<file path="src/rtl/rom_load_sequencer_pkg.sv">
// Shared definitions for the Pooyan ROM download sequencer: region map,
// FSM state and region encodings, and the region-to-strobe helper.
package pooyan_load_pkg;

   localparam logic [15:0] CPU_BASE  = 16'h0000;
   localparam logic [15:0] CPU_SIZE  = 16'h8000;
   localparam logic [15:0] SND_BASE  = 16'h8000;
   localparam logic [15:0] SND_SIZE  = 16'h2000;
   localparam logic [15:0] CHR_BASE  = 16'hA000;
   localparam logic [15:0] CHR_SIZE  = 16'h2000;
   localparam logic [15:0] SPR_BASE  = 16'hC000;
   localparam logic [15:0] SPR_SIZE  = 16'h2000;
   localparam logic [15:0] PROM_BASE = 16'hE000;
   localparam logic [15:0] PROM_SIZE = 16'h0220;
   localparam logic [15:0] MAP_END   = 16'hE220;

   typedef enum logic [1:0] {IDLE, LOAD, SETTLE, RUN} load_state_t;

   typedef enum logic [2:0] {RG_CPU, RG_SND, RG_CHR, RG_SPR, RG_PROM, RG_NONE} region_t;

   // One-hot strobe vector, bit 0 = CPU ... bit 4 = PROM.
   function automatic logic [4:0] region_strobe(input region_t rg);
      logic [4:0] s;
      s = '0;
      case (rg)
         RG_CPU:  s = 5'b00001;
         RG_SND:  s = 5'b00010;
         RG_CHR:  s = 5'b00100;
         RG_SPR:  s = 5'b01000;
         RG_PROM: s = 5'b10000;
         default: s = 5'b00000;
      endcase
      return s;
   endfunction

endpackage

</file>
<file path="src/rtl/rom_load_sequencer_if.sv">
// Bundle between hps_io download side and the Pooyan core ROM write side.
//   master: drives dn_* (download source), observes the sequencer outputs.
//   slave : the sequencer; takes dn_*, drives strobes, address/data, status.
interface rom_load_sequencer_if;
   logic        dn_download;
   logic        dn_wr;
   logic [24:0] dn_addr;
   logic [7:0]  dn_data;
   logic        cpu_rom_we;
   logic        snd_rom_we;
   logic        chr_rom_we;
   logic        spr_rom_we;
   logic        prom_we;
   logic [15:0] wr_addr;
   logic [7:0]  wr_data;
   logic        core_reset;
   logic        load_done;
   logic        load_error;
   logic [16:0] byte_count;

   modport master (
      output dn_download, dn_wr, dn_addr, dn_data,
      input  cpu_rom_we, snd_rom_we, chr_rom_we, spr_rom_we, prom_we,
      input  wr_addr, wr_data, core_reset, load_done, load_error, byte_count
   );

   modport slave (
      input  dn_download, dn_wr, dn_addr, dn_data,
      output cpu_rom_we, snd_rom_we, chr_rom_we, spr_rom_we, prom_we,
      output wr_addr, wr_data, core_reset, load_done, load_error, byte_count
   );
endinterface

</file>
<file path="src/rtl/rom_load_sequencer_region_decode.sv">
// Combinational download-address decoder.
//   dn_addr_i  : 25-bit download byte address
//   region_o   : target region, RG_NONE when outside the map
//   rel_addr_o : address relative to the region base (0 when out of map)
module rom_region_decode
   import pooyan_load_pkg::*;
(
   input  logic [24:0] dn_addr_i,
   output region_t     region_o,
   output logic [15:0] rel_addr_o
);

   logic [15:0] a16;
   assign a16 = dn_addr_i[15:0];

   // Regions are contiguous, so a cascade of upper-bound compares suffices.
   always_comb begin
      region_o   = RG_NONE;
      rel_addr_o = '0;
      if (dn_addr_i[24:16] == 9'd0) begin
         if (a16 < CPU_BASE + CPU_SIZE) begin
            region_o   = RG_CPU;
            rel_addr_o = a16 - CPU_BASE;
         end else if (a16 < SND_BASE + SND_SIZE) begin
            region_o   = RG_SND;
            rel_addr_o = a16 - SND_BASE;
         end else if (a16 < CHR_BASE + CHR_SIZE) begin
            region_o   = RG_CHR;
            rel_addr_o = a16 - CHR_BASE;
         end else if (a16 < SPR_BASE + SPR_SIZE) begin
            region_o   = RG_SPR;
            rel_addr_o = a16 - SPR_BASE;
         end else if (a16 < MAP_END) begin
            region_o   = RG_PROM;
            rel_addr_o = a16 - PROM_BASE;
         end
      end
   end

endmodule

</file>
<file path="src/rtl/rom_load_sequencer.sv">
// Pooyan ROM download sequencer. Turns the hps_io byte stream into one
// region write strobe per byte, holds the core in reset during and after
// the load, and reports byte count and load errors.
//   clk_sys : system clock
//   reset   : asynchronous active-high reset
//   bus     : slave side of rom_load_sequencer_if (dn_* in, strobes/status out)
//
// state  | meaning
// IDLE   | after reset, waiting for the first download
// LOAD   | download active, accepting bytes
// SETTLE | download finished, core held in reset for SETTLE_CYCLES
// RUN    | core released, load_done high
module rom_load_sequencer
   import pooyan_load_pkg::*;
#(
   parameter int SETTLE_CYCLES  = 64,
   parameter int EXPECTED_BYTES = 57888
) (
   input logic                 clk_sys,
   input logic                 reset,
   rom_load_sequencer_if.slave bus
);

   localparam logic [15:0] SETTLE_INIT = SETTLE_CYCLES[15:0];
   localparam logic [16:0] EXP_COUNT   = EXPECTED_BYTES[16:0];
   localparam logic [16:0] COUNT_MAX   = 17'h1FFFF;

   load_state_t state_q, state_d;
   logic [15:0] settle_q, settle_d;
   logic [16:0] count_q, count_d;
   logic        err_q, err_d;
   logic        dn_wr_q;
   logic [4:0]  we_q, we_d;
   logic [15:0] wr_addr_q, wr_addr_d;
   logic [7:0]  wr_data_q, wr_data_d;
   region_t     region;
   logic [15:0] rel_addr;
   logic        accept;

   rom_region_decode u_decode (
      .dn_addr_i  (bus.dn_addr),
      .region_o   (region),
      .rel_addr_o (rel_addr)
   );

   // Rising edge of dn_wr only, so a held strobe produces a single write.
   assign accept = bus.dn_wr && !dn_wr_q && bus.dn_download && (state_q == LOAD);

   always_comb begin
      state_d   = state_q;
      settle_d  = settle_q;
      count_d   = count_q;
      err_d     = err_q;
      we_d      = '0;
      wr_addr_d = wr_addr_q;
      wr_data_d = wr_data_q;

      if (accept) begin
         if (count_q != COUNT_MAX) count_d = count_q + 17'd1;
         if (region == RG_NONE) begin
            err_d = 1'b1;
         end else begin
            we_d      = region_strobe(region);
            wr_addr_d = rel_addr;
            wr_data_d = bus.dn_data;
         end
      end

      unique case (state_q)
         IDLE, RUN: begin
            if (bus.dn_download) begin
               state_d = LOAD;
               count_d = '0;
               err_d   = 1'b0;
            end
         end
         LOAD: begin
            // accept is gated by dn_download, so count_q is final here.
            if (!bus.dn_download) begin
               state_d  = SETTLE;
               settle_d = SETTLE_INIT;
               if (count_q != EXP_COUNT) err_d = 1'b1;
            end
         end
         SETTLE: begin
            if (bus.dn_download) begin
               state_d = LOAD;
               count_d = '0;
               err_d   = 1'b0;
            end else begin
               settle_d = settle_q - 16'd1;
               if (settle_q == 16'd1) state_d = RUN;
            end
         end
         default: state_d = IDLE;
      endcase
   end

   always_ff @(posedge clk_sys or posedge reset) begin
      if (reset) begin
         state_q   <= IDLE;
         settle_q  <= '0;
         count_q   <= '0;
         err_q     <= 1'b0;
         dn_wr_q   <= 1'b0;
         we_q      <= '0;
         wr_addr_q <= '0;
         wr_data_q <= '0;
      end else begin
         state_q   <= state_d;
         settle_q  <= settle_d;
         count_q   <= count_d;
         err_q     <= err_d;
         dn_wr_q   <= bus.dn_wr;
         we_q      <= we_d;
         wr_addr_q <= wr_addr_d;
         wr_data_q <= wr_data_d;
      end
   end

   assign bus.cpu_rom_we = we_q[0];
   assign bus.snd_rom_we = we_q[1];
   assign bus.chr_rom_we = we_q[2];
   assign bus.spr_rom_we = we_q[3];
   assign bus.prom_we    = we_q[4];
   assign bus.wr_addr    = wr_addr_q;
   assign bus.wr_data    = wr_data_q;
   assign bus.core_reset = (state_q != RUN);
   assign bus.load_done  = (state_q == RUN);
   assign bus.load_error = err_q;
   assign bus.byte_count = count_q;

endmodule

</file>
<file path="src/flat_wrapper.sv">
// flat-port wrapper written by rule: the top's interface ports become plain ports
module rom_load_sequencer_flat import pooyan_load_pkg::*;
#(
   parameter int SETTLE_CYCLES  = 64,
   parameter int EXPECTED_BYTES = 57888
)
  (clk_sys, reset, bus_dn_download, bus_dn_wr, bus_dn_addr, bus_dn_data, bus_cpu_rom_we, bus_snd_rom_we, bus_chr_rom_we, bus_spr_rom_we, bus_prom_we, bus_wr_addr, bus_wr_data, bus_core_reset, bus_load_done, bus_load_error, bus_byte_count);
  rom_load_sequencer_if bus_i ();
  input logic clk_sys;
  input logic reset;
  input wire logic [$bits(bus_i.dn_download)-1:0] bus_dn_download;
  input wire logic [$bits(bus_i.dn_wr)-1:0] bus_dn_wr;
  input wire logic [$bits(bus_i.dn_addr)-1:0] bus_dn_addr;
  input wire logic [$bits(bus_i.dn_data)-1:0] bus_dn_data;
  output wire logic [$bits(bus_i.cpu_rom_we)-1:0] bus_cpu_rom_we;
  output wire logic [$bits(bus_i.snd_rom_we)-1:0] bus_snd_rom_we;
  output wire logic [$bits(bus_i.chr_rom_we)-1:0] bus_chr_rom_we;
  output wire logic [$bits(bus_i.spr_rom_we)-1:0] bus_spr_rom_we;
  output wire logic [$bits(bus_i.prom_we)-1:0] bus_prom_we;
  output wire logic [$bits(bus_i.wr_addr)-1:0] bus_wr_addr;
  output wire logic [$bits(bus_i.wr_data)-1:0] bus_wr_data;
  output wire logic [$bits(bus_i.core_reset)-1:0] bus_core_reset;
  output wire logic [$bits(bus_i.load_done)-1:0] bus_load_done;
  output wire logic [$bits(bus_i.load_error)-1:0] bus_load_error;
  output wire logic [$bits(bus_i.byte_count)-1:0] bus_byte_count;
  assign bus_i.dn_download = bus_dn_download;
  assign bus_i.dn_wr = bus_dn_wr;
  assign bus_i.dn_addr = bus_dn_addr;
  assign bus_i.dn_data = bus_dn_data;
  assign bus_cpu_rom_we = bus_i.cpu_rom_we;
  assign bus_snd_rom_we = bus_i.snd_rom_we;
  assign bus_chr_rom_we = bus_i.chr_rom_we;
  assign bus_spr_rom_we = bus_i.spr_rom_we;
  assign bus_prom_we = bus_i.prom_we;
  assign bus_wr_addr = bus_i.wr_addr;
  assign bus_wr_data = bus_i.wr_data;
  assign bus_core_reset = bus_i.core_reset;
  assign bus_load_done = bus_i.load_done;
  assign bus_load_error = bus_i.load_error;
  assign bus_byte_count = bus_i.byte_count;
  rom_load_sequencer #(.SETTLE_CYCLES(SETTLE_CYCLES), .EXPECTED_BYTES(EXPECTED_BYTES)) u_core (.clk_sys(clk_sys), .reset(reset), .bus(bus_i));
endmodule
</file>
<file path="config.mk">
export PLATFORM = sky130hd
export DESIGN_NAME = rom_load_sequencer_flat
export DESIGN_NICKNAME = d
export VERILOG_FILES = /design/src/rtl/rom_load_sequencer_pkg.sv /design/src/rtl/rom_load_sequencer_if.sv /design/src/rtl/rom_load_sequencer_region_decode.sv /design/src/rtl/rom_load_sequencer.sv /design/src/flat_wrapper.sv
export SDC_FILE = /design/constraint.sdc
export NUM_CORES = 1
export LEC_CHECK = 0
export ABC_CLOCK_PERIOD_IN_PS = 2450
export BUFFER_PORTS_ARGS = -buffer_cell sky130_fd_sc_hd__buf_2
export CAP_MARGIN = 20
export CORE_ASPECT_RATIO = 2
export CORE_MARGIN = 5
export CORE_UTILIZATION = 53
export CTS_BUF_LIST = sky130_fd_sc_hd__clkbuf_4 sky130_fd_sc_hd__clkbuf_8 sky130_fd_sc_hd__clkbuf_16
export CTS_CLUSTER_SIZE = 30
export DETAILED_ROUTE_END_ITERATION = 6
export PLACE_DENSITY = 0.85
export SLEW_MARGIN = 20
export SYNTH_ARGS = -nofsm -noshare
export SYNTH_HDL_FRONTEND = slang
export SYNTH_SLANG_ARGS = --single-unit
export TNS_END_PERCENT = 1
</file>
<file path="constraint.sdc">
create_clock -name clk_sys -period 2.45 [get_ports clk_sys]
set_input_delay 0.245 -clock clk_sys [delete_from_list [all_inputs] [get_ports clk_sys]]
set_output_delay 0.245 -clock clk_sys [all_outputs]
set_load 0.03 [all_outputs]
</file>
# After elaboration in Yosys (flattened, before gate mapping)
# Index checks and enable logic that the tools add are counted.
[classes] n_addsub=6 magnitude_cmp=5 n_eq_ne=16 mux=33 bitwise=1 n_reduce_logical=13
[ops] op="$mux 16" n=8
[ops] op="$lt 16x16->1 const B" n=5
[ops] op="$mux 17" n=4
[ops] op="$sub 16x16->16 const B" n=4
[ops] op="$pmux 16 s2" n=1
[ops] op="$pmux 5 s5" n=1
[ops] op="$add 17x1->17 const B" n=1
[ops] op="$ne 17x16->1 const B" n=1
[ops] op="$ne 17x17->1 const B" n=1
[ops] op="$eq 16x1->1 const B" n=1
[ops] op="$sub 16x1->16 const B" n=1
[ops] op="$mux 3" n=5
[ops] op="$mux 5" n=2
[ops] op="$logic_not 9->1" n=1
[ops] op="$mux 2" n=4
[ops] op="$ne 2x2->1 const B" n=4
[ops] op="$eq 3x2->1 const B" n=2
[ops] op="$eq 3x3->1 const B" n=2
[ops] op="$mux 1" n=6
[ops] op="$pmux 2 s3" n=1
[ops] op="$reduce_and 3->1" n=2
[ops] op="$eq 2x2->1 const B" n=2
[ops] op="$eq 3x1->1 const B" n=1
[ops] op="$logic_and 1x1->1" n=3
[ops] op="other kinds (11)" n=11
[totals] register_bits=66 inputBits=37 output_inout_bits=49 wordCells=82

# Logic depth before layout (Yosys ltp)
# Gate-level depths: netlist of the first run.
[logic_depth] word_depth=13 depth_mapped=8 ltp_nobuf=6

# Cells and area by module
# From an unflattened synthesis of the first run, not the netlist that was laid out.
[unflattened] hier_cells=332 area_unflattened_um2=3683.5
[modules_own_cells] module="rom_load_sequencer" n_inst=1 cells_per_inst=281 area_each_um2=3305.7 seq_area_each_um2=1651.6
[modules_own_cells] module="rom_region_decode" n_inst=1 cells_per_inst=51 area_each_um2=377.9 seq_area_each_um2=0.0

# Least setup slack after synthesis of the first run
# Ideal clock, no wire load.
[synth_timing] kind="register to register" from="reg u_core.state_q[1]" to="reg u_core.count_q[13] (netlist: u_core.bus.byte_count[13])" t_arrival_ns=2.031 required_ns=2.367 setup_slack_ns=0.337 stages_incl_launch_ff=8 path_buffers=1 synth_period_minus_slack_ns=2.113 cell_sequence="dfrtp_1 -> inv_1 -> ha_1 -> nand4b_4 -> or4_1 -> buf_2 -> a2111oi_2 -> mux2i_1"
[synth_via] elab_chain_cells=5 word_cells_on_any_way=9 cone_classes="eq/ne (3); mux (3); reduce/logical (3)"
[synth_rtl] element="start, declared" line="rom_load_sequencer.sv:28" text="load_state_t state_q, state_d;"
[synth_rtl] element="start signal, assigned" line="rom_load_sequencer.sv:110" text="state_q <= state_d;"
[synth_rtl] element="$eq 2x1->1" line="rom_load_sequencer.sv:47" text="assign accept = bus.dn_wr && !dn_wr_q && bus.dn_download && (state_q == LOAD);"
[synth_rtl] element="$logic_and 1x1->1" line="rom_load_sequencer.sv:47"
[synth_rtl] element="$mux 17" line="rom_load_sequencer.sv:58" text="if (accept) begin"
[synth_rtl] element="$mux 17" line="rom_load_sequencer.sv:71, rom_load_sequencer.sv:86"
[synth_rtl] element="$mux 17 (*)"
[synth_rtl] element="named net u_core.count_d[13]" line="rom_load_sequencer.sv:30" text="logic [16:0] count_q, count_d;"
[synth_rtl] element="end signal, assigned" line="rom_load_sequencer.sv:112" text="count_q <= count_d;"
[synth_rtl] element="end, declared" line="rom_load_sequencer.sv:30"
# Mark *: on every way through the listed nets, which the timed path passes. The rest lies on a longest branch.
# A chain may end at the register's enable or synchronous reset.

# Worst setup path in the final report of the first run
[layout_timing] from="reg u_core.state_q[1]" to="reg u_core.wr_data_q[4] (netlist: u_core.bus.wr_data[4])"
[layout_via] elab_chain_cells=3
[layout_rtl] element="$eq 2x1->1" line="rom_load_sequencer.sv:47"
[layout_rtl] element="$logic_and 1x1->1" line="rom_load_sequencer.sv:47"
[layout_rtl] element="$reduce_and 2->1 (no line)"
[layout_rtl] element="end signal, assigned" line="rom_load_sequencer.sv:117" text="wr_data_q <= wr_data_d;"
[layout_rtl] element="end, declared" line="rom_load_sequencer.sv:35" text="logic [7:0] wr_data_q, wr_data_d;"
# No other way between the ends.

==> results_tabular.tex, run 1 <==
\begin{tabular}{lr}
\hline
Metric & Value \\
\hline
\multicolumn{2}{l}{\textbf{Min path}} \\
\quad Worst Hold Path EP & u\_core.dn\_wr\_q\$\_DFF\_PP0\_ \\
\quad HP Start & bus\_dn\_wr \\
\quad Number of stages on the worst hold path & 1 \\
\quad Hold crit path type & in -> reg \\
\multicolumn{2}{l}{\textbf{Floorplanning}} \\
\quad Die X & 67.1 µm \\
\quad Placeable core area & 6310 µm² \\
\quad Number of placement rows & 41 \\
\quad Vertical extent of the die & 124 µm \\
\quad Starting utilization of the core area & 54.7\% \\
\quad Number of top-level pins & 86 \\
\quad Area enclosed by the die boundary & 8330 µm² \\
\multicolumn{2}{l}{\textbf{Power and ir drop}} \\
\quad Worst vdd rail ir drop & 655 µV \\
\quad Pwr Density & 843 nW/µm² \\
\quad Total leakage power & 2.18 nW \\
\multicolumn{2}{l}{\textbf{Timing}} \\
\quad Actual slew at the worst max-slew pin & 600 ps \\
\quad Highest clock rate & 0.435 GHz \\
\quad Final clock skew & 6.65 ps \\
\quad TNS Setup & 0 ps \\
\quad Relative max-transition margin & 59.6\% \\
\quad Final Slew Violations & 0 \\
\quad Final critical path time including I/O delays and setup & 2300 ps \\
\quad Setup repair after global routing missed its margin & no \\
\quad Setup violators final & 0 \\
\quad Final hold vios & 0 \\
\quad Share of the clock period used by the worst path after layout & 93.8\% \\
\multicolumn{2}{l}{\textbf{Synth}} \\
\quad Flop and latch count out of synthesis & 66 \\
\quad Synthesized area & 3450 µm² \\
\quad Synth async-reset ratio & 100\% \\
\quad Syn. warnings & 0 \\
\quad Number of synthesized flops with an enable pin & 0 \\
\quad Most used flip-flop cell after synthesis & sky130\_fd\_sc\_hd\_\_dfrtp\_1 \\
\quad Sequential area share after synthesis & 47.8\% \\
\quad Count of distinct cell types in the synthesized netlist & 48 \\
\quad Synth Instances & 348 \\
\quad Synthesized Nets & 396 \\
\quad Average size of a mapped cell & 9.92 µm² \\
\multicolumn{2}{l}{\textbf{CTS}} \\
\quad TritonCTS clock tree & done \\
\quad CTS Root Buffer Type & sky130\_fd\_sc\_hd\_\_clkbuf\_16 \\
\quad Number of H-tree levels & 3 \\
\quad Clock slew at the register clock pins of the worst setup and hold paths & 50 ps \\
\quad Clock sink total & 66 \\
\quad Buffer depth of the longest clock path & 2 \\
\quad Setup fix buffers added after clock tree synthesis & 0 \\
\quad TritonCTS buffer count & 9 \\
\quad Clk\_lat worst skew & 330 ps \\
\multicolumn{2}{l}{\textbf{Detailed routing}} \\
\quad Via count of the routed design & 3184 \\
\quad Number of DRC markers in iteration 0 & 192 \\
\quad DRC & 0 \\
\quad Post-route ant nets & 0 \\
\quad Detailed-routed wire length on met2 & 5.25 mm \\
\quad Wire length per cell after detailed routing & 17.3 µm \\
\quad Detailed-router iteration count before antenna repair & 5 \\
\quad Amount of wire on met3 after detailed routing & 532 µm \\
\quad Total length of routed wires & 9.36 mm \\
\quad Metal-1 WL & 3.25 mm \\
\quad Highest routed layer & met4 \\
\quad Per-cell via count in the routed design & 5.90 \\
\multicolumn{2}{l}{\textbf{Global routing}} \\
\quad Maximum number of pins on one net before global-route repair & 28 \\
\quad Total global routing overflow & 0 \\
\quad Antenna violations before repair & 0 \\
\quad Vias in the first global route & 3266 \\
\quad Tot GR Track Use & 23.9\% \\
\quad Global-route wire length before repair & 14.8 mm \\
\multicolumn{2}{l}{\textbf{Worst setup path}} \\
\quad Launch point of the critical path & u\_core.state\_q[1]\$\_DFFE\_PP0P\_ \\
\quad Type of element capturing the critical path & flip-flop \\
\quad Crit-path max FO & 11 \\
\quad Slowest stage cell, crit path & sky130\_fd\_sc\_hd\_\_and2\_1 \\
\quad Count of buffer and inverter cells on the critical path & 1 \\
\quad Gate family responsible for the most delay along the worst path & simple AND/OR/NAND/NOR gates \\
\quad Worst R2R Path Depth & 6 \\
\quad Data arrival time at the worst-slack endpoint & 2510 ps \\
\quad Crit path cell chain & inv\_1, ha\_1, and4b\_1, and4\_1, and2\_1, mux2\_2 \\
\quad Reg-to-reg slack, setup & 150 ps \\
\quad RR Endpoint & u\_core.bus.wr\_data[4]\$\_DFFE\_PP0P\_ \\
\quad Critical path launch point type & flip-flop \\
\quad Crit Reg-Reg Startpoint & u\_core.state\_q[1]\$\_DFFE\_PP0P\_ \\
\quad Delay contributed by the slowest stage of the critical path & 460 ps \\
\quad Required time of the worst setup path & 2660 ps \\
\quad Worst setup path class & reg -> reg \\
\multicolumn{2}{l}{\textbf{Cells and area}} \\
\quad Share of cells above drive strength 1 & 30.4\% \\
\quad Cell area after layout & 4380 µm² \\
\quad Ant diodes & 0 \\
\quad \# nets final & 497 \\
\quad Area growth from synthesis to layout & 26.9\% \\
\quad Final cell count without fillers & 540 \\
\multicolumn{2}{l}{\textbf{Place}} \\
\quad Port Buf Inserts & 85 \\
\quad Placer's final routability congestion estimate & 0.871 \\
\quad Half-perimeter wire length of the detailed placement result & 6.98 mm \\
\quad Instance count after placement with tap cells included & 523 \\
\quad Post-placement cell area & 4060 µm² \\
\multicolumn{2}{l}{\textbf{Run status}} \\
\quad Run status & finished, final reports clean \\
\multicolumn{2}{l}{\textbf{Job}} \\
\quad Number of maximum-capacitance constraint violations & 0 \\
\hline
\end{tabular}
[worst max-delay path by stage]
stage / cells after the start / endpoint / slack, ps
2_1_floorplan: 7 / u_core.bus.byte_count[13]$_DFF_PP0_ / 340
3_3_place_gp: 6 / u_core.bus.byte_count[13]$_DFF_PP0_ / 260
3_5_place_dp: 6 / u_core.bus.byte_count[11]$_DFF_PP0_ / 150
4_1_cts: 6 / u_core.bus.byte_count[11]$_DFF_PP0_ / 130
5_1_grt: 6 / u_core.bus.wr_data[5]$_DFFE_PP0P_ / 20
6_report: 6 / u_core.bus.wr_data[4]$_DFFE_PP0P_ / 150
[worst register-to-register path: stages (launching register included)]
cell                      delay [ps]
sky130_fd_sc_hd__dfrtp_1         420
sky130_fd_sc_hd__inv_1           140
sky130_fd_sc_hd__ha_1            270
sky130_fd_sc_hd__and4b_1         230
sky130_fd_sc_hd__and4_1          260
sky130_fd_sc_hd__and2_1          460
sky130_fd_sc_hd__mux2_2          400
[routing by layer]
layer,vias to the layer above,global-route usage [%]
met5,-,0
met4,0,14.4
met3,28,6.32
met2,121,42.1
met1,1552,24.3
li1,1483,-
[Yosys cell counts, drive strengths merged (4+ instances only)]
cell type	instances	area, µm²
nor3b	4	30.0
nand4	20	125
mux2	11	124
o21ai	26	130
and3	8	50.1
inv	27	101
a22o	5	43.8
mux2i	18	180
nor4	6	43.8
nand2	38	143
nand3	9	45.0
nor3	15	75.1
o211ai	4	30.0
ha	11	138
dfrtp	66	1650
or4	4	30.0
clkbuf	10	37.5
a21oi	9	45.0
nor2	11	41.3
[placed cells by master, fill, tap and decap left out, types with 2 or more instances in the layout]
cell type / synthesis / final
sky130_fd_sc_hd__mux2_2: 11 / 11
sky130_fd_sc_hd__ha_1: 11 / 11
sky130_fd_sc_hd__clkbuf_8: 0 / 5
sky130_fd_sc_hd__o22ai_1: 3 / 3
sky130_fd_sc_hd__a2111oi_2: 2 / 2
sky130_fd_sc_hd__a22o_1: 5 / 5
sky130_fd_sc_hd__a221o_1: 2 / 2
sky130_fd_sc_hd__and3_1: 8 / 8
sky130_fd_sc_hd__or3_1: 3 / 3
sky130_fd_sc_hd__nor2_1: 11 / 11
sky130_fd_sc_hd__or4_1: 4 / 3
sky130_fd_sc_hd__mux2i_1: 18 / 18
sky130_fd_sc_hd__o311ai_0: 2 / 2
sky130_fd_sc_hd__nand4_1: 20 / 20
sky130_fd_sc_hd__nand2b_1: 2 / 2
sky130_fd_sc_hd__buf_4: 0 / 17
sky130_fd_sc_hd__clkbuf_16: 0 / 9
sky130_fd_sc_hd__nor3b_1: 4 / 4
sky130_fd_sc_hd__nor4b_1: 2 / 2
sky130_fd_sc_hd__and4_1: 2 / 2
sky130_fd_sc_hd__nand3_1: 9 / 9
sky130_fd_sc_hd__o31a_1: 2 / 2
sky130_fd_sc_hd__inv_1: 27 / 26
sky130_fd_sc_hd__a31oi_1: 3 / 3
sky130_fd_sc_hd__o21ai_0: 25 / 25
sky130_fd_sc_hd__buf_2: 2 / 85
sky130_fd_sc_hd__o211ai_1: 4 / 4
sky130_fd_sc_hd__and2_1: 3 / 3
sky130_fd_sc_hd__dfrtp_1: 66 / 66
sky130_fd_sc_hd__a21oi_1: 9 / 9
sky130_fd_sc_hd__nand2_1: 38 / 38
sky130_fd_sc_hd__and4b_1: 2 / 2
sky130_fd_sc_hd__a211oi_1: 3 / 3
sky130_fd_sc_hd__nor4_1: 5 / 5
sky130_fd_sc_hd__nor3_1: 15 / 15
[report_power, final]
part	switching, mW	internal [mW]	total (mW)
Combinational	0.638	0.409	1.05
Sequential	0.153	1.21	1.36
Clock	0.450	0.833	1.28
[cells by family after synthesis]
kind of cell             synth area share [%]
buffers and inverters                    4.42
AND/OR/NAND/NOR                          21.7
adder cells (fa/ha/maj)                  3.99
flip-flops                               47.8
multiplexers                             8.81
AO/OA/AOI/OAI                            13.2
[stage by stage]
| stage | setup slack [ps] | hold slack (ps) | utilization [%] | power, mW |
|---|---|---|---|---|
| 3_3_place_gp | 260 | 324 | 64.4 | 2.33 |
| 4_1_cts | 133 | 84.6 | 69.4 | 3.68 |
| 5_1_grt | 17.9 | 91.0 | 69.4 | 3.87 |
| 6_report | 153 | 95.8 | 69.4 | 3.69 |
| 2_1_floorplan | 337 | 276 | - | 2.01 |
| 3_5_place_dp | 155 | 336 | 64.4 | 2.38 |
[sequential cells by signal (all words and copies together) (netlist names), named ones only]
name                   count
u_core.we_q                5
u_core.bus.byte_count     15
u_core.state_q             2
u_core.bus.wr_data         8
u_core.bus.load_error      1
u_core.dn_wr_q             1
u_core.settle_q           16
u_core.bus.wr_addr        16
[final cells by class]
| class | instances | area [µm²] |
|---|---|---|
| timing repair buffer | 103 | 563 |
| clock buffer | 15 | 302 |
| multi-input combinational | 242 | 1650 |
| tap | 86 | 108 |
| sequential | 66 | 1650 |
| clock inverter | 1 | 5.00 |
| inverter | 27 | 101 |
| fill | 478 | 1930 |
[repair_timing]
item / CTS / global route
gates resized for setup: 0 / 1
endpoints found under the hold margin: 25 / 0
endpoints found under the setup margin: 0 / 2
hold buffers: 1 / 0
(Power assumes the default switching activity.)
==> run 2, diff against run 1 <==
- REMOVE_ABC_BUFFERS: unset -> 1
==> results_tabular.tex, run 2 (synthesis results as in run 1) <==
\begin{tabular}{lr}
\hline
Metric & Value \\
\hline
\multicolumn{2}{l}{\textbf{CTS}} \\
\quad Buffer depth of the longest clock path & 2 (unchanged) \\
\quad TritonCTS clock tree & done (unchanged) \\
\quad Clk\_lat worst skew & 340 ps (was 330 ps) \\
\quad Hold-fix buffer count after cts & 0 (was 1) \\
\quad Clock sink total & 66 (unchanged) \\
\quad CTS Root Buffer Type & sky130\_fd\_sc\_hd\_\_clkbuf\_16 (unchanged) \\
\quad TritonCTS buffer count & 9 (unchanged) \\
\quad Number of H-tree levels & 3 (unchanged) \\
\quad Clock slew at the register clock pins of the worst setup and hold paths & 50 ps (about the same) \\
\multicolumn{2}{l}{\textbf{Place}} \\
\quad Post-placement cell area & 4070 µm² (was 4060 µm²) \\
\quad Half-perimeter wire length of the detailed placement result & 6.90 mm (was 6.98 mm) \\
\quad Instance count after placement with tap cells included & 522 (was 523) \\
\quad Dpl ws & 119 ps (was 155 ps) \\
\quad Port Buf Inserts & 85 (unchanged) \\
\quad Placer's final routability congestion estimate & 0.861 (was 0.871) \\
\multicolumn{2}{l}{\textbf{Timing}} \\
\quad Worst hold slack & -2.68 ps (was 95.8 ps) \\
\quad Share of the clock period used by the worst path after layout & 93.9\% (was 93.8\%) \\
\quad Final critical path time including I/O delays and setup & 2300 ps (about the same) \\
\quad Final hold vios & 8 (was 0) \\
\quad Setup violators final & 0 (unchanged) \\
\quad TNS Setup & 0 ps (unchanged) \\
\quad Setup slack after layout & 150 ps (was 153 ps) \\
\quad Final clock skew & 6.04 ps (was 6.65 ps) \\
\quad Highest clock rate & 0.435 GHz (about the same) \\
\quad Final Slew Violations & 0 (unchanged) \\
\quad Setup repair after global routing missed its margin & no (unchanged) \\
\quad Relative max-transition margin & 56.6\% (was 59.6\%) \\
\quad Actual slew at the worst max-slew pin & 651 ps (was 600 ps) \\
\multicolumn{2}{l}{\textbf{Cells and area}} \\
\quad Area growth from synthesis to layout & 28.2\% (was 26.9\%) \\
\quad Share of cells above drive strength 1 & 30.8\% (was 30.4\%) \\
\quad Filler Cells Inserted & 487 (was 478) \\
\quad Most used cells in the layout excluding fill and tap cells & 85 x sky130\_fd\_sc\_hd\_\_buf\_2, 66 x sky130\_fd\_sc\_hd\_\_dfrtp\_1, 38 x sky130\_fd\_sc\_hd\_\_nand2\_1 (unchanged) \\
\quad Cell area after layout & 4430 µm² (was 4380 µm²) \\
\quad Most common library cell in the layout ignoring fill and taps & sky130\_fd\_sc\_hd\_\_buf\_2 (unchanged) \\
\quad Sequential cell area & 1650 µm² (unchanged) \\
\quad Utilization after layout & 70.2\% (was 69.4\%) \\
\quad Multi-input gate area & 1660 µm² (was 1650 µm²) \\
\quad \# nets final & 495 (was 497) \\
\quad Final cell count without fillers & 538 (was 540) \\
\quad Ant diodes & 0 (unchanged) \\
\multicolumn{2}{l}{\textbf{Global routing}} \\
\quad Global-route wire length before repair & 15.6 mm (was 14.8 mm) \\
\quad Total global routing overflow & 0 (unchanged) \\
\quad Maximum number of pins on one net before global-route repair & 32 (was 28) \\
\quad Antenna violations before repair & 0 (unchanged) \\
\quad Vias in the first global route & 3195 (was 3266) \\
\quad Tot GR Track Use & 25.1\% (was 23.9\%) \\
\multicolumn{2}{l}{\textbf{Min path}} \\
\quad Hold crit path type & in -> async (was in -> reg) \\
\multicolumn{2}{l}{\textbf{Detailed routing}} \\
\quad DRC & 0 (unchanged) \\
\quad Wire length per cell after detailed routing & 18.2 µm (was 17.3 µm) \\
\quad Total length of routed wires & 9.79 mm (was 9.36 mm) \\
\quad Number of DRC markers in iteration 0 & 202 (was 192) \\
\quad Per-cell via count in the routed design & 5.91 (was 5.90) \\
\quad Detailed-router iteration count before antenna repair & 5 (unchanged) \\
\quad Post-route ant nets & 0 (unchanged) \\
\quad Via count of the routed design & 3177 (was 3184) \\
\multicolumn{2}{l}{\textbf{Power and ir drop}} \\
\quad Internal cell power & 2.67 mW (was 2.45 mW) \\
\quad Total leakage power & 2.19 nW (was 2.18 nW) \\
\quad Total Power Consumption & 3.91 mW (was 3.69 mW) \\
\quad Worst vdd rail ir drop & 641 µV (was 655 µV) \\
\quad Switching pwr & 1.24 mW (about the same) \\
\quad Relative contribution of the clock network to total power & 38.7\% (was 34.7\%) \\
\quad Pwr Density & 884 nW/µm² (was 843 nW/µm²) \\
\quad Combinational share of power & 26.4\% (was 28.3\%) \\
\quad Sw frac & 31.8\% (was 33.6\%) \\
\quad Power share of the sequential group & 34.9\% (was 36.9\%) \\
\multicolumn{2}{l}{\textbf{Worst setup path}} \\
\quad Crit-path max FO & 17 (was 11) \\
\quad Type of element capturing the critical path & flip-flop (unchanged) \\
\quad Required time of the worst setup path & 2670 ps (was 2660 ps) \\
\quad Critical path launch point type & flip-flop (unchanged) \\
\quad Worst R2R Path Depth & 7 (was 6) \\
\quad Worst setup path class & reg -> reg (unchanged) \\
\quad Data arrival time at the worst-slack endpoint & 2520 ps (was 2510 ps) \\
\multicolumn{2}{l}{\textbf{Job}} \\
\quad Number of maximum-capacitance constraint violations & 0 (unchanged) \\
\multicolumn{2}{l}{\textbf{Run status}} \\
\quad Run status & complete, but fails checks (was finished, final reports clean) \\
\quad Failing checks & negative hold slack \\
\multicolumn{2}{l}{\textbf{Floorplanning}} \\
\quad Starting utilization of the core area & 54.7\% (unchanged) \\
\quad Vertical extent of the die & 124 µm (unchanged) \\
\quad Die X & 67.1 µm (unchanged) \\
\quad Area enclosed by the die boundary & 8330 µm² (unchanged) \\
\quad Number of top-level pins & 86 (unchanged) \\
\quad Number of placement rows & 41 (unchanged) \\
\quad Placeable core area & 6310 µm² (unchanged) \\
\hline
\end{tabular}
## run 2: timing repair
action | CTS | global route
gates resized for setup | 0 | 3
buffers inserted | 0 | 0
setup endpoints to repair | 0 | 12
## run 2: power groups by stage
stage                     logic [mW]  registers [mW]  clock network, mW
after floorplan                0.624            1.37                  0
after global placement         0.975            1.36                  0
after detailed placement        1.01            1.38                  0
after CTS                       1.03            1.36               1.53
after global routing            1.15            1.38               1.58
final                           1.03            1.36               1.51
## run 2: path summary, 6_finish.rpt
path / from / endpoint / slack (ps)
hold reg to reg: u_core.bus.wr_data[5]$_DFFE_PP0P_ / u_core.bus.wr_data[5]$_DFFE_PP0P_ / 500
max in group asynchronous: reset / u_core.bus.byte_count[14]$_DFF_PP0_ / 1720
setup reg to reg: u_core.state_q[1]$_DFFE_PP0P_ / u_core.bus.wr_data[2]$_DFFE_PP0P_ / 150
hold / removal: reset / u_core.bus.wr_data[2]$_DFFE_PP0P_ / -3
min in group clk_sys: bus_dn_wr / u_core.dn_wr_q$_DFF_PP0_ / 70
setup / recovery: u_core.state_q[1]$_DFFE_PP0P_ / u_core.bus.wr_data[2]$_DFFE_PP0P_ / 150
## run 2: worst max-delay path, stage by stage, from the launching register on
cell                      delay, ps
sky130_fd_sc_hd__dfrtp_1        420
sky130_fd_sc_hd__inv_1          140
sky130_fd_sc_hd__ha_2           280
sky130_fd_sc_hd__and4b_1        240
sky130_fd_sc_hd__and4_1         300
sky130_fd_sc_hd__and2_2         280
sky130_fd_sc_hd__buf_12         170
sky130_fd_sc_hd__mux2_2         350
## run 2: cell type report
type	instances	area share [%]
clock buffer	12	5.74
clock inverter	4	2.23
timing repair buffer	101	12.6
inverter	27	2.29
sequential	66	37.3
multi-input combinational	242	37.4
tap	86	2.43
## run 2: per-layer routing
metal  GRT usage, %  up-vias  wire length (µm)
met5              0        -                 0
met4           15.2        0               451
met3           6.05       33               467
met2           42.5      114              5370
met1           27.5     1545              3500
li1               -     1485                 -
==> run 3, diff against run 2 <==
- HOLD_SLACK_MARGIN: unset -> 0.05
==> results_tabular.tex, run 3 (synthesis results as in run 1) <==
\begin{tabular}{lr}
\hline
Metric & Value \\
\hline
\multicolumn{2}{l}{\textbf{Run status}} \\
\quad Run status & finished, final reports clean (was complete, but fails checks) \\
\multicolumn{2}{l}{\textbf{Worst setup path}} \\
\quad Type of element capturing the critical path & flip-flop (unchanged) \\
\quad Required time of the worst setup path & 2670 ps (about the same) \\
\quad Data arrival time at the worst-slack endpoint & 2540 ps (was 2520 ps) \\
\quad Worst setup path class & reg -> reg (unchanged) \\
\quad Crit-path max FO & 17 (unchanged) \\
\quad Critical path launch point type & flip-flop (unchanged) \\
\multicolumn{2}{l}{\textbf{Power and ir drop}} \\
\quad Power share of the sequential group & 34.9\% (about the same) \\
\quad Internal cell power & 2.67 mW (about the same) \\
\quad Sw frac & 31.8\% (about the same) \\
\quad Combinational share of power & 26.4\% (about the same) \\
\quad Worst vdd rail ir drop & 641 µV (about the same) \\
\quad Total Power Consumption & 3.92 mW (was 3.91 mW) \\
\quad Switching pwr & 1.25 mW (was 1.24 mW) \\
\quad Pwr Density & 882 nW/µm² (was 884 nW/µm²) \\
\quad Total leakage power & 2.20 nW (was 2.19 nW) \\
\quad Relative contribution of the clock network to total power & 38.7\% (about the same) \\
\multicolumn{2}{l}{\textbf{Timing}} \\
\quad TNS Setup & 0 ps (unchanged) \\
\quad Relative max-transition margin & 57.0\% (was 56.6\%) \\
\quad Highest clock rate & 0.431 GHz (was 0.435 GHz) \\
\quad Final critical path time including I/O delays and setup & 2320 ps (was 2300 ps) \\
\quad Actual slew at the worst max-slew pin & 644 ps (was 651 ps) \\
\quad Final clock skew & 6.27 ps (was 6.04 ps) \\
\quad Share of the clock period used by the worst path after layout & 94.8\% (was 93.9\%) \\
\quad Setup slack after layout & 128 ps (was 150 ps) \\
\quad Setup repair after global routing missed its margin & no (unchanged) \\
\quad Final hold vios & 0 (was 8) \\
\quad Setup violators final & 0 (unchanged) \\
\quad Final Slew Violations & 0 (unchanged) \\
\multicolumn{2}{l}{\textbf{Floorplanning}} \\
\quad Starting utilization of the core area & 54.7\% (unchanged) \\
\quad Vertical extent of the die & 124 µm (unchanged) \\
\quad Number of placement rows & 41 (unchanged) \\
\quad Die X & 67.1 µm (unchanged) \\
\quad Placeable core area & 6310 µm² (unchanged) \\
\quad Area enclosed by the die boundary & 8330 µm² (unchanged) \\
\quad Number of top-level pins & 86 (unchanged) \\
\multicolumn{2}{l}{\textbf{Detailed routing}} \\
\quad Post-route ant nets & 0 (unchanged) \\
\quad Number of DRC markers in iteration 0 & 248 (was 202) \\
\quad Via count of the routed design & 3173 (was 3177) \\
\quad Per-cell via count in the routed design & 5.89 (was 5.91) \\
\quad DRC & 0 (unchanged) \\
\quad Detailed-router iteration count before antenna repair & 4 (was 5) \\
\quad Wire length per cell after detailed routing & 18.2 µm (about the same) \\
\quad Total length of routed wires & 9.82 mm (was 9.79 mm) \\
\multicolumn{2}{l}{\textbf{Cells and area}} \\
\quad Final cell count without fillers & 539 (was 538) \\
\quad Ant diodes & 0 (unchanged) \\
\quad Most common library cell in the layout ignoring fill and taps & sky130\_fd\_sc\_hd\_\_buf\_2 (unchanged) \\
\quad \# nets final & 496 (was 495) \\
\quad Area growth from synthesis to layout & 28.5\% (was 28.2\%) \\
\quad Most used cells in the layout excluding fill and tap cells & 85 x sky130\_fd\_sc\_hd\_\_buf\_2, 66 x sky130\_fd\_sc\_hd\_\_dfrtp\_1, 38 x sky130\_fd\_sc\_hd\_\_nand2\_1 (unchanged) \\
\quad Share of cells above drive strength 1 & 30.7\% (was 30.8\%) \\
\multicolumn{2}{l}{\textbf{CTS}} \\
\quad TritonCTS buffer count & 9 (unchanged) \\
\quad Clock slew at the register clock pins of the worst setup and hold paths & 50 ps (about the same) \\
\quad TritonCTS clock tree & done (unchanged) \\
\quad Clk\_lat worst skew & 340 ps (about the same) \\
\quad Clock sink total & 66 (unchanged) \\
\quad CTS Root Buffer Type & sky130\_fd\_sc\_hd\_\_clkbuf\_16 (unchanged) \\
\quad Buffer depth of the longest clock path & 2 (unchanged) \\
\quad Number of H-tree levels & 3 (unchanged) \\
\multicolumn{2}{l}{\textbf{Global routing}} \\
\quad Tot GR Track Use & 25.0\% (was 25.1\%) \\
\quad Global-route wire length before repair & 15.5 mm (was 15.6 mm) \\
\quad Antenna violations before repair & 0 (unchanged) \\
\quad Maximum number of pins on one net before global-route repair & 32 (unchanged) \\
\quad Vias in the first global route & 3182 (was 3195) \\
\quad Total global routing overflow & 0 (unchanged) \\
\multicolumn{2}{l}{\textbf{Place}} \\
\quad Dpl ws & 119 ps (unchanged) \\
\quad Port Buf Inserts & 85 (unchanged) \\
\quad Instance count after placement with tap cells included & 522 (unchanged) \\
\quad Half-perimeter wire length of the detailed placement result & 6.90 mm (unchanged) \\
\quad Placer's final routability congestion estimate & 0.861 (unchanged) \\
\multicolumn{2}{l}{\textbf{Min path}} \\
\quad Hold crit path type & in -> reg (was in -> async) \\
\multicolumn{2}{l}{\textbf{Job}} \\
\quad Number of maximum-capacitance constraint violations & 0 (unchanged) \\
\hline
\end{tabular}
run 3: cell types whose count changed in the layout (fill, tap and decap cells not counted), sizes merged:
cell	change
dlygate4sd3	+1
run 3: metal layers:
layer  vias up  GRT usage [%]  share of wire, %
li1       1483              -                 -
met1      1531           27.4                36
met2       125           42.9                55
met3        34           6.05               4.8
met4         0           14.6               4.8
met5         -              0                 0
run 3: stage by stage:
step	hold WS (ps)	util [%]	cell area (µm²)
after floorplan	276	-	3400
after global placement	354	64.4	4070
after detailed placement	377	64.4	4070
after CTS	66.1	70.2	4430
after global routing	84.8	70.3	4440
final	71.2	70.3	4440
run 3: power by group through the flow:
stage	Clock [mW]	Sequential, mW	Combinational, mW
floorplan	0	1.37	0.624
global placement	0	1.36	0.975
detailed placement	0	1.38	1.01
CTS	1.53	1.36	1.03
global route	1.58	1.38	1.15
finish	1.52	1.37	1.03
run 3: cell type report:
type                       count  area [µm²]
inverter                      27         101
tap                           86         108
multi-input combinational    242        1660
fill                         486        1870
timing repair buffer         102         568
clock buffer                  12         254
clock inverter                 4        98.8
sequential                    66        1650
run 3: path summary, 6_finish.rpt:
| path | startpoint | to | slack [ps] | cells after the start |
|---|---|---|---|---|
| setup / recovery | u_core.state_q[1]$_DFFE_PP0P_ | u_core.bus.wr_data[2]$_DFFE_PP0P_ | 130 | 7 |
| hold / removal | bus_dn_wr | u_core.dn_wr_q$_DFF_PP0_ | 70 | 1 |
| setup reg to reg | u_core.state_q[1]$_DFFE_PP0P_ | u_core.bus.wr_data[2]$_DFFE_PP0P_ | 130 | 7 |
| max in group asynchronous | reset | u_core.bus.byte_count[11]$_DFF_PP0_ | 1180 | 4 |
| hold reg to reg | u_core.settle_q[11]$_DFFE_PP0P_ | u_core.settle_q[11]$_DFFE_PP0P_ | 490 | 1 |
| min in group asynchronous | reset | u_core.bus.wr_data[3]$_DFFE_PP0P_ | 540 | 3 |
run 3: timing repair:
item / CTS / global route
endpoints found under the setup margin: 0 / 12
hold buffers: 1 / 0
hold endpoints to repair: 29 / 0
setup buffers: 0 / 0
gates resized for setup: 0 / 3
run 3: worst max-delay path, stage by stage (launching register included):
cell and delay (ps):
sky130_fd_sc_hd__dfrtp_1 420, sky130_fd_sc_hd__inv_1 150, sky130_fd_sc_hd__ha_2 280, sky130_fd_sc_hd__and4b_1 240
sky130_fd_sc_hd__and4_1 310, sky130_fd_sc_hd__and2_2 280, sky130_fd_sc_hd__buf_12 170, sky130_fd_sc_hd__mux2_2 340
